===== src/rtl/bmp_stream_parser_if.sv =====
// ---------------------------------------------------------------------------
// bmp_stream_parser_if
//   Bundles the byte-stream input, the parsed header fields and the pixel
//   stream output of bmp_stream_parser.
//
//   Byte stream  : byte_valid / byte_data / byte_ready (valid/ready)
//   Header       : hdr_valid pulse with bmp_size, data_offset, bmp_width,
//                  bmp_height
//   Pixel stream : pix_valid / pix_ready / pix_data {R,G,B} / pix_x / pix_y
//                  with pix_sof, pix_eol, pix_eof markers
//   Status       : frame_done pulse, sticky err
//
//   master : the surrounding system (byte source, pixel sink)
//   slave  : the parser
// ---------------------------------------------------------------------------
interface bmp_stream_parser_if #(
  parameter int X_W = 12,
  parameter int Y_W = 12
);
  logic           byte_valid;
  logic [7:0]     byte_data;
  logic           byte_ready;
  logic           hdr_valid;
  logic [31:0]    bmp_size;
  logic [31:0]    data_offset;
  logic [31:0]    bmp_width;
  logic [31:0]    bmp_height;
  logic           pix_valid;
  logic           pix_ready;
  logic [23:0]    pix_data;
  logic [X_W-1:0] pix_x;
  logic [Y_W-1:0] pix_y;
  logic           pix_sof;
  logic           pix_eol;
  logic           pix_eof;
  logic           frame_done;
  logic           err;

  modport master (
    output byte_valid, byte_data, pix_ready,
    input  byte_ready, hdr_valid, bmp_size, data_offset, bmp_width, bmp_height,
    input  pix_valid, pix_data, pix_x, pix_y, pix_sof, pix_eol, pix_eof,
    input  frame_done, err
  );

  modport slave (
    input  byte_valid, byte_data, pix_ready,
    output byte_ready, hdr_valid, bmp_size, data_offset, bmp_width, bmp_height,
    output pix_valid, pix_data, pix_x, pix_y, pix_sof, pix_eol, pix_eof,
    output frame_done, err
  );
endinterface


===== src/rtl/bmp_stream_parser.sv =====
// ---------------------------------------------------------------------------
// bmp_stream_parser
//   Receives a 24-bit BMP file as a byte stream in file order, parses the
//   54-byte file + info header, skips up to the pixel data offset, assembles
//   B,G,R triplets into {R,G,B} pixels, strips row padding and discards any
//   trailing bytes up to the declared file size.
//
//   Ports:
//     clk   : system clock, rising edge
//     rst_n : asynchronous active-low reset
//     bus   : bmp_stream_parser_if.slave (byte stream in, header fields,
//             pixel stream out, frame_done pulse, sticky err)
// ---------------------------------------------------------------------------
module bmp_stream_parser #(
  parameter int X_W = 12,
  parameter int Y_W = 12
) (
  input logic                clk,
  input logic                rst_n,
  bmp_stream_parser_if.slave bus
);

  typedef enum logic [2:0] {
    S_HDR, S_SKIP, S_PIX, S_PAD, S_TAIL, S_ERR
  } state_e;

  typedef struct packed {
    logic [23:0]    data;
    logic [X_W-1:0] x;
    logic [Y_W-1:0] y;
    logic           sof;
    logic           eol;
    logic           eof;
  } pix_t;

  state_e         state_q, state_d;
  logic [31:0]    cnt_q, cnt_d;
  logic [7:0]     sig0_q, sig0_d;
  logic [31:0]    size_q, size_d;
  logic [31:0]    off_q, off_d;
  logic [31:0]    width_q, width_d;
  logic [31:0]    height_q, height_d;
  logic [15:0]    bpp_q, bpp_d;
  logic [31:0]    comp_q, comp_d;
  logic [1:0]     ph_q, ph_d;
  logic [7:0]     b_q, b_d;
  logic [7:0]     g_q, g_d;
  logic [X_W-1:0] x_q, x_d;
  logic [Y_W-1:0] y_q, y_d;
  logic [1:0]     pad_q, pad_d;
  pix_t           pix_q, pix_d;
  logic           pix_valid_q, pix_valid_d;
  logic           hdr_valid_q, hdr_valid_d;
  logic           frame_done_q, frame_done_d;
  logic           err_q, err_d;

  logic           byte_ready;
  logic           accept;
  logic           hdr_ok;
  logic           at_last_x;
  logic           at_last_y;
  logic           row_done;

  assign at_last_x = (x_q == (width_q[X_W-1:0] - X_W'(1)));
  assign at_last_y = (y_q == (height_q[Y_W-1:0] - Y_W'(1)));

  // Height must also be positive: a negative (top-down) height has bit 31 set
  // and therefore fails the upper-bits-zero test as well.
  assign hdr_ok = (bpp_q == 16'd24) && (comp_q == 32'd0) &&
                  (width_q != 32'd0) && ((width_q >> X_W) == 32'd0) &&
                  (height_q != 32'd0) && ((height_q >> Y_W) == 32'd0) &&
                  (off_q >= 32'd54);

  // Only the pixel state can stall the byte stream; TAIL stops taking bytes
  // once the declared size is reached so the next frame's byte 0 waits.
  always_comb begin
    byte_ready = 1'b1;
    case (state_q)
      S_PIX:   byte_ready = !(pix_valid_q && !bus.pix_ready);
      S_TAIL:  byte_ready = (cnt_q < size_q);
      default: byte_ready = 1'b1;
    endcase
  end

  assign accept = bus.byte_valid && byte_ready;

  always_comb begin
    // NOTE: every next-state signal takes its held value first, so no path
    // through the case below leaves one unassigned and no latch is inferred.
    state_d      = state_q;
    cnt_d        = cnt_q;
    sig0_d       = sig0_q;
    size_d       = size_q;
    off_d        = off_q;
    width_d      = width_q;
    height_d     = height_q;
    bpp_d        = bpp_q;
    comp_d       = comp_q;
    ph_d         = ph_q;
    b_d          = b_q;
    g_d          = g_q;
    x_d          = x_q;
    y_d          = y_q;
    pad_d        = pad_q;
    pix_d        = pix_q;
    pix_valid_d  = pix_valid_q;
    hdr_valid_d  = 1'b0;
    frame_done_d = 1'b0;
    err_d        = err_q;
    row_done     = 1'b0;

    if (pix_valid_q && bus.pix_ready) pix_valid_d = 1'b0;
    if (accept) cnt_d = cnt_q + 32'd1;

    case (state_q)
      S_HDR: begin
        if (accept) begin
          if (cnt_q == 32'd0) sig0_d = bus.byte_data;
          // Little-endian capture: byte lane k of each field sits at base+k.
          for (int k = 0; k < 4; k++) begin
            if (cnt_q == 32'(2 + k))  size_d[8*k +: 8]   = bus.byte_data;
            if (cnt_q == 32'(10 + k)) off_d[8*k +: 8]    = bus.byte_data;
            if (cnt_q == 32'(18 + k)) width_d[8*k +: 8]  = bus.byte_data;
            if (cnt_q == 32'(22 + k)) height_d[8*k +: 8] = bus.byte_data;
            if (cnt_q == 32'(30 + k)) comp_d[8*k +: 8]   = bus.byte_data;
          end
          for (int k = 0; k < 2; k++) begin
            if (cnt_q == 32'(28 + k)) bpp_d[8*k +: 8] = bus.byte_data;
          end
          if ((cnt_q == 32'd1) && !((sig0_q == 8'h42) && (bus.byte_data == 8'h4D))) begin
            err_d   = 1'b1;
            state_d = S_ERR;
          end
          if (cnt_q == 32'd53) begin
            if (hdr_ok) begin
              hdr_valid_d = 1'b1;
              ph_d        = 2'd0;
              x_d         = '0;
              y_d         = '0;
              state_d     = (off_q > 32'd54) ? S_SKIP : S_PIX;
            end else begin
              err_d   = 1'b1;
              state_d = S_ERR;
            end
          end
        end
      end

      // Leave on the byte that brings the count to the offset, so the first
      // pixel byte is taken without a bubble.
      S_SKIP: begin
        if (accept && (cnt_d == off_q)) state_d = S_PIX;
      end

      S_PIX: begin
        if (accept) begin
          case (ph_q)
            2'd0: begin
              b_d  = bus.byte_data;
              ph_d = 2'd1;
            end
            2'd1: begin
              g_d  = bus.byte_data;
              ph_d = 2'd2;
            end
            default: begin
              ph_d        = 2'd0;
              pix_valid_d = 1'b1;
              pix_d.data  = {bus.byte_data, g_q, b_q};
              pix_d.x     = x_q;
              pix_d.y     = y_q;
              pix_d.sof   = (x_q == '0) && (y_q == '0);
              pix_d.eol   = at_last_x;
              pix_d.eof   = at_last_x && at_last_y;
              if (!at_last_x) begin
                x_d = x_q + X_W'(1);
              end else if (width_q[1:0] != 2'd0) begin
                // Rows are padded to 4 bytes; 3*w mod 4 makes the pad w mod 4.
                pad_d   = width_q[1:0];
                state_d = S_PAD;
              end else begin
                row_done = 1'b1;
              end
            end
          endcase
        end
      end

      S_PAD: begin
        if (accept) begin
          if (pad_q == 2'd1) row_done = 1'b1;
          else               pad_d    = pad_q - 2'd1;
        end
      end

      S_TAIL: begin
        if (cnt_d >= size_q) begin
          frame_done_d = 1'b1;
          cnt_d        = '0;
          state_d      = S_HDR;
        end
      end

      default: ;  // S_ERR: swallow bytes until reset
    endcase

    // End of a row (after its padding, if any). On the last row, finish the
    // frame at once when the declared size is already covered.
    if (row_done) begin
      x_d = '0;
      if (at_last_y) begin
        if (cnt_d >= size_q) begin
          frame_done_d = 1'b1;
          cnt_d        = '0;
          state_d      = S_HDR;
        end else begin
          state_d = S_TAIL;
        end
      end else begin
        y_d     = y_q + Y_W'(1);
        state_d = S_PIX;
      end
    end
  end

  always_ff @(posedge clk or negedge rst_n) begin
    if (!rst_n) begin
      state_q      <= S_HDR;
      cnt_q        <= '0;
      sig0_q       <= '0;
      size_q       <= '0;
      off_q        <= '0;
      width_q      <= '0;
      height_q     <= '0;
      bpp_q        <= '0;
      comp_q       <= '0;
      ph_q         <= '0;
      b_q          <= '0;
      g_q          <= '0;
      x_q          <= '0;
      y_q          <= '0;
      pad_q        <= '0;
      pix_q        <= '0;
      pix_valid_q  <= 1'b0;
      hdr_valid_q  <= 1'b0;
      frame_done_q <= 1'b0;
      err_q        <= 1'b0;
    end else begin
      // NOTE: non-blocking assignments so every register samples the values
      // that were present before this edge.
      state_q      <= state_d;
      cnt_q        <= cnt_d;
      sig0_q       <= sig0_d;
      size_q       <= size_d;
      off_q        <= off_d;
      width_q      <= width_d;
      height_q     <= height_d;
      bpp_q        <= bpp_d;
      comp_q       <= comp_d;
      ph_q         <= ph_d;
      b_q          <= b_d;
      g_q          <= g_d;
      x_q          <= x_d;
      y_q          <= y_d;
      pad_q        <= pad_d;
      pix_q        <= pix_d;
      pix_valid_q  <= pix_valid_d;
      hdr_valid_q  <= hdr_valid_d;
      frame_done_q <= frame_done_d;
      err_q        <= err_d;
    end
  end

  assign bus.byte_ready  = byte_ready;
  assign bus.hdr_valid   = hdr_valid_q;
  assign bus.bmp_size    = size_q;
  assign bus.data_offset = off_q;
  assign bus.bmp_width   = width_q;
  assign bus.bmp_height  = height_q;
  assign bus.pix_valid   = pix_valid_q;
  assign bus.pix_data    = pix_q.data;
  assign bus.pix_x       = pix_q.x;
  assign bus.pix_y       = pix_q.y;
  assign bus.pix_sof     = pix_q.sof;
  assign bus.pix_eol     = pix_q.eol;
  assign bus.pix_eof     = pix_q.eof;
  assign bus.frame_done  = frame_done_q;
  assign bus.err         = err_q;

endmodule


===== src/flat_wrapper.sv =====
// flat-port wrapper written by rule: the top's interface ports become plain ports
module bmp_stream_parser_flat 
#(
  parameter int X_W = 12,
  parameter int Y_W = 12
)
  (clk, rst_n, bus_byte_valid, bus_byte_data, bus_pix_ready, bus_byte_ready, bus_hdr_valid, bus_bmp_size, bus_data_offset, bus_bmp_width, bus_bmp_height, bus_pix_valid, bus_pix_data, bus_pix_x, bus_pix_y, bus_pix_sof, bus_pix_eol, bus_pix_eof, bus_frame_done, bus_err);
  bmp_stream_parser_if #(.X_W(X_W), .Y_W(Y_W)) bus_i ();
  input logic clk;
  input logic rst_n;
  input wire logic [$bits(bus_i.byte_valid)-1:0] bus_byte_valid;
  input wire logic [$bits(bus_i.byte_data)-1:0] bus_byte_data;
  input wire logic [$bits(bus_i.pix_ready)-1:0] bus_pix_ready;
  output wire logic [$bits(bus_i.byte_ready)-1:0] bus_byte_ready;
  output wire logic [$bits(bus_i.hdr_valid)-1:0] bus_hdr_valid;
  output wire logic [$bits(bus_i.bmp_size)-1:0] bus_bmp_size;
  output wire logic [$bits(bus_i.data_offset)-1:0] bus_data_offset;
  output wire logic [$bits(bus_i.bmp_width)-1:0] bus_bmp_width;
  output wire logic [$bits(bus_i.bmp_height)-1:0] bus_bmp_height;
  output wire logic [$bits(bus_i.pix_valid)-1:0] bus_pix_valid;
  output wire logic [$bits(bus_i.pix_data)-1:0] bus_pix_data;
  output wire logic [$bits(bus_i.pix_x)-1:0] bus_pix_x;
  output wire logic [$bits(bus_i.pix_y)-1:0] bus_pix_y;
  output wire logic [$bits(bus_i.pix_sof)-1:0] bus_pix_sof;
  output wire logic [$bits(bus_i.pix_eol)-1:0] bus_pix_eol;
  output wire logic [$bits(bus_i.pix_eof)-1:0] bus_pix_eof;
  output wire logic [$bits(bus_i.frame_done)-1:0] bus_frame_done;
  output wire logic [$bits(bus_i.err)-1:0] bus_err;
  assign bus_i.byte_valid = bus_byte_valid;
  assign bus_i.byte_data = bus_byte_data;
  assign bus_i.pix_ready = bus_pix_ready;
  assign bus_byte_ready = bus_i.byte_ready;
  assign bus_hdr_valid = bus_i.hdr_valid;
  assign bus_bmp_size = bus_i.bmp_size;
  assign bus_data_offset = bus_i.data_offset;
  assign bus_bmp_width = bus_i.bmp_width;
  assign bus_bmp_height = bus_i.bmp_height;
  assign bus_pix_valid = bus_i.pix_valid;
  assign bus_pix_data = bus_i.pix_data;
  assign bus_pix_x = bus_i.pix_x;
  assign bus_pix_y = bus_i.pix_y;
  assign bus_pix_sof = bus_i.pix_sof;
  assign bus_pix_eol = bus_i.pix_eol;
  assign bus_pix_eof = bus_i.pix_eof;
  assign bus_frame_done = bus_i.frame_done;
  assign bus_err = bus_i.err;
  bmp_stream_parser #(.X_W(X_W), .Y_W(Y_W)) u_core (.clk(clk), .rst_n(rst_n), .bus(bus_i));
endmodule

===== config.mk =====
export PLATFORM = sky130hd
export DESIGN_NAME = bmp_stream_parser_flat
export DESIGN_NICKNAME = d
export VERILOG_FILES = /design/src/rtl/bmp_stream_parser_if.sv /design/src/rtl/bmp_stream_parser.sv /design/src/flat_wrapper.sv
export SDC_FILE = /design/constraint.sdc
export NUM_CORES = 1
export LEC_CHECK = 0
export CAP_MARGIN = 20
export CORE_MARGIN = 5
export CORE_UTILIZATION = 60
export DETAILED_ROUTE_END_ITERATION = 10
export GPL_TIMING_DRIVEN = 0
export PLACE_DENSITY = 0.84
export SYNTH_ARGS = -nofsm -noshare
export SYNTH_HDL_FRONTEND = slang
export SYNTH_SLANG_ARGS = --single-unit

===== constraint.sdc =====
create_clock -name clk -period 11.9 [get_ports clk]
set_clock_uncertainty 0.15 [all_clocks]
set_input_delay 2.38 -clock clk [delete_from_list [all_inputs] [get_ports clk]]
set_output_delay 2.38 -clock clk [all_outputs]
set_load 0.01 [all_outputs]

==> Yosys cells after proc, flatten, opt, wreduce, memory -nomap -nowiden <==
Index checks and enable logic that the tools add are counted.
{ "classes": {"add_sub_neg": 6, "magnitude_cmp": 5, "eq_ne": 56, "muxes": 72, "bitwise_logic": 1, "reduce_logical": 64} }
{ "op_table": {"columns": ["operator", "n"], "rows": [
  ["32-bit by 5-bit equality test with 1-bit output, second input constant", 12],
  ["32-bit two-way mux", 6],
  ["12-bit two-way mux", 13],
  ["32-bit by 4-bit equality test with 1-bit output, second input constant", 4],
  ["32-bit zero test", 4],
  ["32-bit by 6-bit equality test with 1-bit output, second input constant", 3],
  ["3-bit AND reduction", 26],
  ["32-bit by 2-bit equality test with 1-bit output, second input constant", 2],
  ["32-bit by 3-bit equality test with 1-bit output, second input constant", 2],
  ["32-bit greater-or-equal comparator", 2],
  ["32-bit nonzero test", 2],
  ["3-bit two-way mux", 13],
  ["32-bit by 1-bit adder with 32-bit output, second input constant", 1],
  ["32-bit by 1-bit equality test with 1-bit output, second input constant", 1],
  ["32-bit equality test", 1],
  ["32-bit by 6-bit greater-or-equal comparator with 1-bit output, second input constant", 1],
  ["32-bit by 6-bit greater-than comparator with 1-bit output, second input constant", 1],
  ["32-bit < comparator", 1],
  ["12-bit by 1-bit adder with 12-bit output, second input constant", 2],
  ["12-bit equality test", 2],
  ["12-bit zero test", 2],
  ["3-bit by 1-bit inequality test with 1-bit output, second input constant", 8],
  ["12-bit case mux with 2 select lines", 1],
  ["12-bit by 1-bit subtractor with 12-bit output, second input constant", 2],
  ["other kinds (30)", 92]
]} }
{ "totals": {"ff_bits": 318, "inputBits": 12, "out_inout_bits": 184, "wordCells": 245} }

==> Logic depth before layout (Yosys ltp) <==
Gate-level depths: netlist of the first run.
{ "depth": {"depth_word": 13, "mapped_depth": 35} }

==> Worst setup path after synthesis of the first run <==
No wires, ideal clock.
{ "synth_timing": {"path_kind": "input-to-reg", "startpoint": "in bus_pix_ready", "endpoint": "reg u_core.cnt_q[27]", "setup_time_ns": 0.132, "t_arrival_ns": 7.556, "path_slack_ns": 4.062, "stages": 30, "path_cell_list": "nand4bb_1 a21oi_1 and2_1 o311a_1 buf_4 clkbuf_1 nor3_1 nand2_1 xnor2_1 inv_1 ha_1 a21o_1 a21o_1 a21oi_1 nor3_1 nor4b_1 a221oi_1 o311a_1 clkbuf_1 nor2_1 ha_1 nand2_1 or3_1 a2111oi_0 nand2_1 a31oi_1 nor3_1 o21bai_1 buf_2 nor2_1"} }
{ "synth_via": {"elab_chain_cells": 13} }
{ "synth_lines": {"columns": ["element", "line", "source"], "rows": [
  ["start: declaration", "flat_wrapper.sv:13", "input wire logic [$bits(bus_i.pix_ready)-1:0] bus_pix_ready;"],
  ["1-bit zero test (*)", "bmp_stream_parser.sv:79", "S_PIX: byte_ready = !(pix_valid_q && !bus.pix_ready);"],
  ["1-bit logical AND (*)", "bmp_stream_parser.sv:79", null],
  ["1-bit zero test (*)", "bmp_stream_parser.sv:79", null],
  ["1-bit case mux with 2 select lines (*)", "bmp_stream_parser.sv:78", "case (state_q)"],
  ["1-bit logical AND (*)", "bmp_stream_parser.sv:85", "assign accept = bus.byte_valid && byte_ready;"],
  ["32-bit two-way mux", "bmp_stream_parser.sv:113", "if (accept) cnt_d = cnt_q + 32'd1;"],
  ["32-bit greater-or-equal comparator", "bmp_stream_parser.sv:197", "if (cnt_d >= size_q) begin"],
  ["32-bit two-way mux", "bmp_stream_parser.sv:197", null],
  ["32-bit two-way mux", "bmp_stream_parser.sv:115", "case (state_q)"],
  ["32-bit greater-or-equal comparator", "bmp_stream_parser.sv:212", "if (cnt_d >= size_q) begin"],
  ["32-bit two-way mux", "bmp_stream_parser.sv:212", null],
  ["32-bit two-way mux", "bmp_stream_parser.sv:211", "if (at_last_y) begin"],
  ["32-bit two-way mux (*)", "bmp_stream_parser.sv:209", "if (row_done) begin"],
  ["via u_core.cnt_d[27]", "bmp_stream_parser.sv:37", "logic [31:0] cnt_q, cnt_d;"],
  ["end signal: assignment", "bmp_stream_parser.sv:252", "cnt_q <= cnt_d;"],
  ["end: declaration", "bmp_stream_parser.sv:37", null]
]} }
Mark *: on every way through the listed nets, which the timed path passes. The rest lies on a longest branch.
A chain may end at the register's enable or synchronous reset.

==> Final worst setup path of the first run <==
{ "layout_timing": {"startpoint": "in bus_pix_ready", "endpoint": "reg u_core.cnt_q[20]"} }
The elaborated chain is that of the path after synthesis.

==> results.ini, run 1 <==
[placed_design]
gp_congestion=0.9591
hpwlAfterDp_um=45610
place_ws_ns=-0.3296
io_buffers=187

[timing]
hold_violations=0
drv_slew=0
worst_pin_slew_ns=1.194
hold_ws_ns=0.3368
setup_viol_count_final=0
max_freq_mhz=85.81
timing.final.crit_share_pct=97.93
slew_headroom_pct=20.40
period_needed_ns=11.65
setup_slack_ns=0.2465
rsz0062_at_grt=false

[clocking]
cts_root_buffer=clkbuf_16
clock_latency_ns=0.54
cts_setup_buffers=0
htree_levels=2
clockBufferDepth=3
cts_sinks=318
hold_buffers=0
cts_tree=done
path_clk_slew_ns=0.06
cts_buffers=36

[power_and_ir_drop]
total_power_uw=2555
cellPowerDensity_nw_per_um2=116.2
ir_worst_vdd_mv=0.1403
leakage_uw=0.01074

[setup_path]
path_class=primary input to flip-flop
start_kind=primary input
slowest_delay_ns=0.71
r2r_start=u_core.cnt_q[12]
worst_path_max_delay_cell=a2111oi_0
cp_common_cell=nand2_1
r2r_setup_slack_ns=1.35
end_kind=flip-flop
worstPathRequired_ns=12.15
reg2reg_depth=29
critical_path_arrival_ns=11.90
crit_fanout=10
r2r_end=u_core.cnt_q[20]

[yosys]
synthArstFlopShare_pct=100.0
synth-edff-count=0
yosysSeqAreaShare_pct=43.59
synth_cell_type_count=90
syn_area_um2=18260
avgSynthCellArea_um2=10.21
syn-instance-count=1789
synthFlopType=dfrtp_1
synth_fp_nets=1907
synth_warnings=0
yosys_register_bits=318

[die]
core_um2=29870
die_height_um=184.4
die-width_um=184.4
rows=63
die_area_um2=34020
io_pins=196
start_util_pct=61.11

[finish]
mostFrequentLayoutCells=318 x dfrtp_1, 210 x mux2_2, 186 x clkdlybuf4s50_1
area_delta_synth_final_pct=20.43
num_antenna_cells=0
final_common_cell=dfrtp_1
final_nets=2136
drive_gt1_share_pct=16.62

[outcome]
outcome=completed

[worst_hold_path]
hp-class=flip-flop to flip-flop
hold_end=u_core.bus.pix_y[9]
hold_start=u_core.bus.pix_y[9]
holdPathStages=2

[routing]
drt_iter0_markers=1762
via_per_inst=6.533
num_vias=15920
detail-route-antenna-nets=0
drc=0
routed_wirelength_um=62620
wl_per_cell_um=25.70
dr.pass1.iters=6

[run]
cap_violations=0

[global_route]
antenna_found_initial=0
grt_pass1_wl_um=96320
grt_max_degree=133
grt_pass1_vias=16000
grt.overflow.total=0
grt.total_usage_pct=36.77

==> Yosys cell counts (all sizes together), types with 4 or more instances <==
master,number,area [um2]
dfrtp,318,7958
mux2,215,2421
nand2,129,486.7
nor2,129,491.7
o21ai,108,540.5
ha,106,1326
inv,101,379.1
xnor2,60,525.5
clkbuf,58,217.7
nor4,57,390.4
a21oi,47,235.2
nor3,46,262.8
nand4,44,281.5
buf,42,205.2
nand3,41,205.2
and3,38,237.7
nor2b,26,162.7
xor2,20,175.2
a21o,18,135.1
a31oi,10,62.56
nand2b,10,70.06
nor4b,10,87.58
or4,9,67.56
a2111oi,8,95.09
and2,8,50.05
o2111ai,8,70.07
a211o,7,61.31
a211oi,7,65.06
and4,7,61.31
or3,7,43.79
mux2i,6,60.06
nor3b,6,61.31
o31ai,6,45.04
nand3b,5,37.54
o211ai,5,37.54
a21boi,4,33.78
a221oi,4,35.03
o22ai,4,25.02
o31a,4,35.03
==> sequential cells by signal, summed over array words and instances (netlist names), 2 cells and up <==
register                flops
u_core.b_q                  8
u_core.state_q              3
u_core.bus.pix_x           12
u_core.pad_q                2
u_core.x_q                 12
u_core.bpp_q               16
u_core.g_q                  8
u_core.bus.bmp_size        32
u_core.bus.bmp_height      32
u_core.bus.data_offset     32
u_core.cnt_q               32
u_core.comp_q              32
u_core.bus.bmp_width       32
u_core.ph_q                 2
u_core.bus.pix_y           12
u_core.bus.pix_data        24
u_core.y_q                 12
u_core.sig0_q               8
==> through the flow <==
step	instances	TNS [ns]	area (um2)	util [%]
3_5_place_dp	2369	-8.818	20690	69.26
2_1_floorplan	1789	0	18260	-
4_1_cts	2435	0	21970	73.54
3_3_place_gp	2366	-1626.12	20620	69.01
6_report	2436	0	21990	73.60
5_1_grt	2436	0	21990	73.60
==> critical path, delay by kind of cell <==
family	cells	cell delay [ns]
AO/OA/AOI/OAI	10	4.33
XOR/XNOR	1	0.39
adder cells (fa/ha/maj)	2	0.61
buffers and inverters	5	1.97
AND/OR/NAND/NOR	11	2.22
==> report_power, final <==
part	total, uW	switching, uW	internal, uW
combinational	257	184	73.6
clock	1190	479	712
sequential	1110	14.5	1090
total	2550	677	1880
==> kinds of logic after synthesis <==
logic type / synth area share (%)
buffers and inverters: 4.393
adders and majority gates: 7.264
and+or+nand+nor: 17.19
AOI/OAI and AO/OA: 9.896
muxes: 13.59
xor gates and xnor gates: 4.084
DFF: 43.59
==> layer usage <==
| metal | global-route usage, % | part of all wire [%] | vias to the layer above |
|---|---|---|---|
| li1 | - | - | 6893 |
| met1 | 51.41 | 41 | 7921 |
| met2 | 56.57 | 45 | 930 |
| met3 | 7.717 | 9.6 | 171 |
| met5 | 0 | 0 | - |
| met4 | 14.61 | 4.4 | 0 |
==> how the worst max path moves through the flow <==
stage | start | to | slack (ns) | cells past startpoint
after floorplan | bus_pix_ready | u_core.cnt_q[27] | 4.06 | 30
after global placement | rst_n | u_core.bus.pix_x[0] | -5.12 | 1
after detailed placement | bus_pix_ready | u_core.cnt_q[20] | -0.33 | 29
final | bus_pix_ready | u_core.cnt_q[20] | 0.25 | 29
after CTS | bus_pix_ready | u_core.cnt_q[20] | 0.15 | 29
after global routing | bus_pix_ready | u_core.cnt_q[20] | 0.03 | 29
==> area by class of cell <==
class	count	area, um2
multi-input combinational	1270	9505
sequential	318	7958
fill	2064	7888
timing repair buffer	191	1952
clock buffer	45	994.7
tap	390	488.0
buffer	100	426.7
inverter	101	379.1
clock inverter	21	284.0
==> repair_timing <==
| item | CTS | global route |
|---|---|---|
| resized for setup | 0 | 9 |
| endpoints found under the setup margin | 0 | 33 |
| hold endpoints to repair | 0 | 0 |
Power figures use the tool's default switching activity.
==> run 2, diff against run 1 <==
==> constraint.sdc (replaced) <==
create_clock -name clk -period 14.94 [get_ports clk]
set_clock_uncertainty 0.15 [all_clocks]
set_input_delay 2.988 -clock clk [delete_from_list [all_inputs] [get_ports clk]]
set_output_delay 2.988 -clock clk [all_outputs]
set_load 0.01 [all_outputs]
==> results.ini, run 2 (synthesis results as in run 1) <==
[clocking]
cts_root_buffer=clkbuf_16
clock_latency_ns=0.54  ; about the same
path_clk_slew_ns=0.06  ; about the same
htree_levels=2  ; unchanged
clockBufferDepth=3  ; unchanged
cts_buffers=36  ; unchanged
cts_setup_buffers=0  ; unchanged
cts_sinks=318  ; unchanged
hold_buffers=0  ; unchanged
ctsResizeCount=0  ; unchanged
cts_tree=done

[finish]
final_cell_area_um2=21980  ; about the same
final_nets=2136  ; unchanged
final_common_cell=dfrtp_1
area_delta_synth_final_pct=20.37  ; about the same
drive_gt1_share_pct=16.42  ; -0.20 points
num_antenna_cells=0  ; unchanged
final_util_pct=73.56  ; about the same
mostFrequentLayoutCells=318 x dfrtp_1, 210 x mux2_2, 186 x clkdlybuf4s50_1

[placed_design]
hpwlAfterDp_um=45610  ; unchanged
gp_congestion=0.9591  ; unchanged
dpl_cell_area_um2=20690  ; unchanged
io_buffers=187  ; unchanged

[routing]
routed_wirelength_um=62520  ; -0.15%
drt_iter0_markers=1688  ; -4.2%
drc=0  ; unchanged
detail-route-antenna-nets=0  ; unchanged
dr.pass1.iters=6  ; unchanged
wl_per_cell_um=25.67  ; -0.15%
num_vias=15870  ; -0.28%
via_per_inst=6.515  ; -0.28%

[timing]
worst_pin_slew_ns=1.170  ; -0.02419 ns
setup_viol_count_final=0  ; unchanged
hold_violations=0  ; unchanged
rsz0062_at_grt=false
drv_slew=0  ; unchanged
timing.final.crit_share_pct=85.96
hold_ws_ns=0.3350  ; -0.001744 ns
slew_headroom_pct=22.01  ; +1.6 points
period_needed_ns=12.84
setup_tns_ns=0  ; unchanged
max_freq_mhz=77.86

[global_route]
grt.total_usage_pct=36.77  ; unchanged
grt_pass1_wl_um=96320  ; unchanged
grt_pass1_vias=16000  ; unchanged
grt.overflow.total=0  ; unchanged
antenna_found_initial=0  ; unchanged
grt_max_degree=133  ; unchanged

[die]
die-width_um=184.4  ; unchanged
die_height_um=184.4  ; unchanged
io_pins=196  ; unchanged
start_util_pct=61.11  ; unchanged
die_area_um2=34020  ; unchanged
core_um2=29870  ; unchanged
rows=63  ; unchanged

[power_and_ir_drop]
p_clk_share_pct=46.7  ; about the same
p_sw_uw=538.5  ; -20%
internal-power_uw=1495  ; -20%
cellPowerDensity_nw_per_um2=92.52  ; -20%
total_power_uw=2033  ; -20%
ir_worst_vdd_mv=0.1121  ; -20%
p_comb_share_pct=10.0  ; about the same
switching_share_pct=26.48  ; -0.027 points
power_frac_seq_pct=43.3  ; about the same
leakage_uw=0.01073  ; -0.13%

[setup_path]
critical_path_arrival_ns=13.05  ; +1.15 ns
path_class=primary input to flip-flop
slowest_delay_ns=0.81  ; +0.10 ns
start_kind=primary input
r2r_end=u_core.cnt_q[4]
r2r_setup_slack_ns=3.79  ; +2.44 ns
worstPathRequired_ns=15.15  ; +3.00 ns
reg2reg_depth=29  ; unchanged
end_kind=flip-flop
crit_fanout=10  ; unchanged
worst_path_max_delay_cell=clkbuf_1
r2r_start=u_core.cnt_q[12]

[outcome]
outcome=completed

[worst_hold_path]
holdPathStages=2  ; unchanged
hp-class=flip-flop to flip-flop
hold_start=u_core.bus.pix_y[9]
hold_end=u_core.bus.pix_y[9]

[run]
cap_violations=0  ; unchanged

-- run 2: changes by cell type in the layout (fill, tap and decap cells not counted) --
cell	change
clkbuf_1	+3
clkbuf_2	-3
xnor2_1	+1
xnor2_2	-1
-- run 2: per-stage QoR --
stage	worst slack [ns]	instances
after floorplan	6.494	1789
after global placement	-2.693	2366
after detailed placement	2.102	2369
after CTS	2.583	2435
after global routing	1.974	2436
final	2.097	2436
-- run 2: how the worst max path moves through the flow --
stage,cells past startpoint,start,to,slack (ns)
after floorplan,30,bus_pix_ready,u_core.cnt_q[27],6.49
after global placement,1,rst_n,u_core.bus.pix_x[0],-2.69
after detailed placement,29,bus_pix_ready,u_core.cnt_q[20],2.10
after CTS,29,bus_pix_ready,u_core.cnt_q[20],2.58
after global routing,29,bus_pix_ready,u_core.cnt_q[20],1.97
final,29,bus_pix_ready,u_core.cnt_q[4],2.10
-- run 2: critical path: cells and delay by family --
family                     cells  cell delay, ns
and+or+nand+nor               10            1.77
AOI/OAI and AO/OA             10            4.28
buffers and inverters          6            2.56
xor gates and xnor gates       1            0.75
adders and majority gates      2            0.66
-- run 2: power by group through the flow --
stage	logic, uW	registers, uW	clock network (uW)
after global routing	219	881	990
final	204	881	949
after global placement	185	897	0
after detailed placement	195	896	0
after floorplan	117	892	0
after CTS	198	880	952
-- run 2: layout make-up --
| cell class | instances | area [um2] |
|---|---|---|
| Multi-Input combinational cell | 1270 | 9498 |
| Clock buffer | 45 | 994.7 |
| Timing Repair Buffer | 191 | 1952 |
| Buffer | 100 | 422.9 |
| Sequential cell | 318 | 7958 |
| Inverter | 101 | 379.1 |
| Tap cell | 390 | 488.0 |
| Fill cell | 2071 | 7899 |
| Clock inverter | 21 | 284.0 |
-- run 2: routing by layer --
layer	vias up	wire [um]	GRT usage, %
li1	6891	-	-
met1	7908	25840	51.41
met2	887	27830	56.57
met3	185	5937	7.717
met4	0	2914	14.61
met5	-	0	0
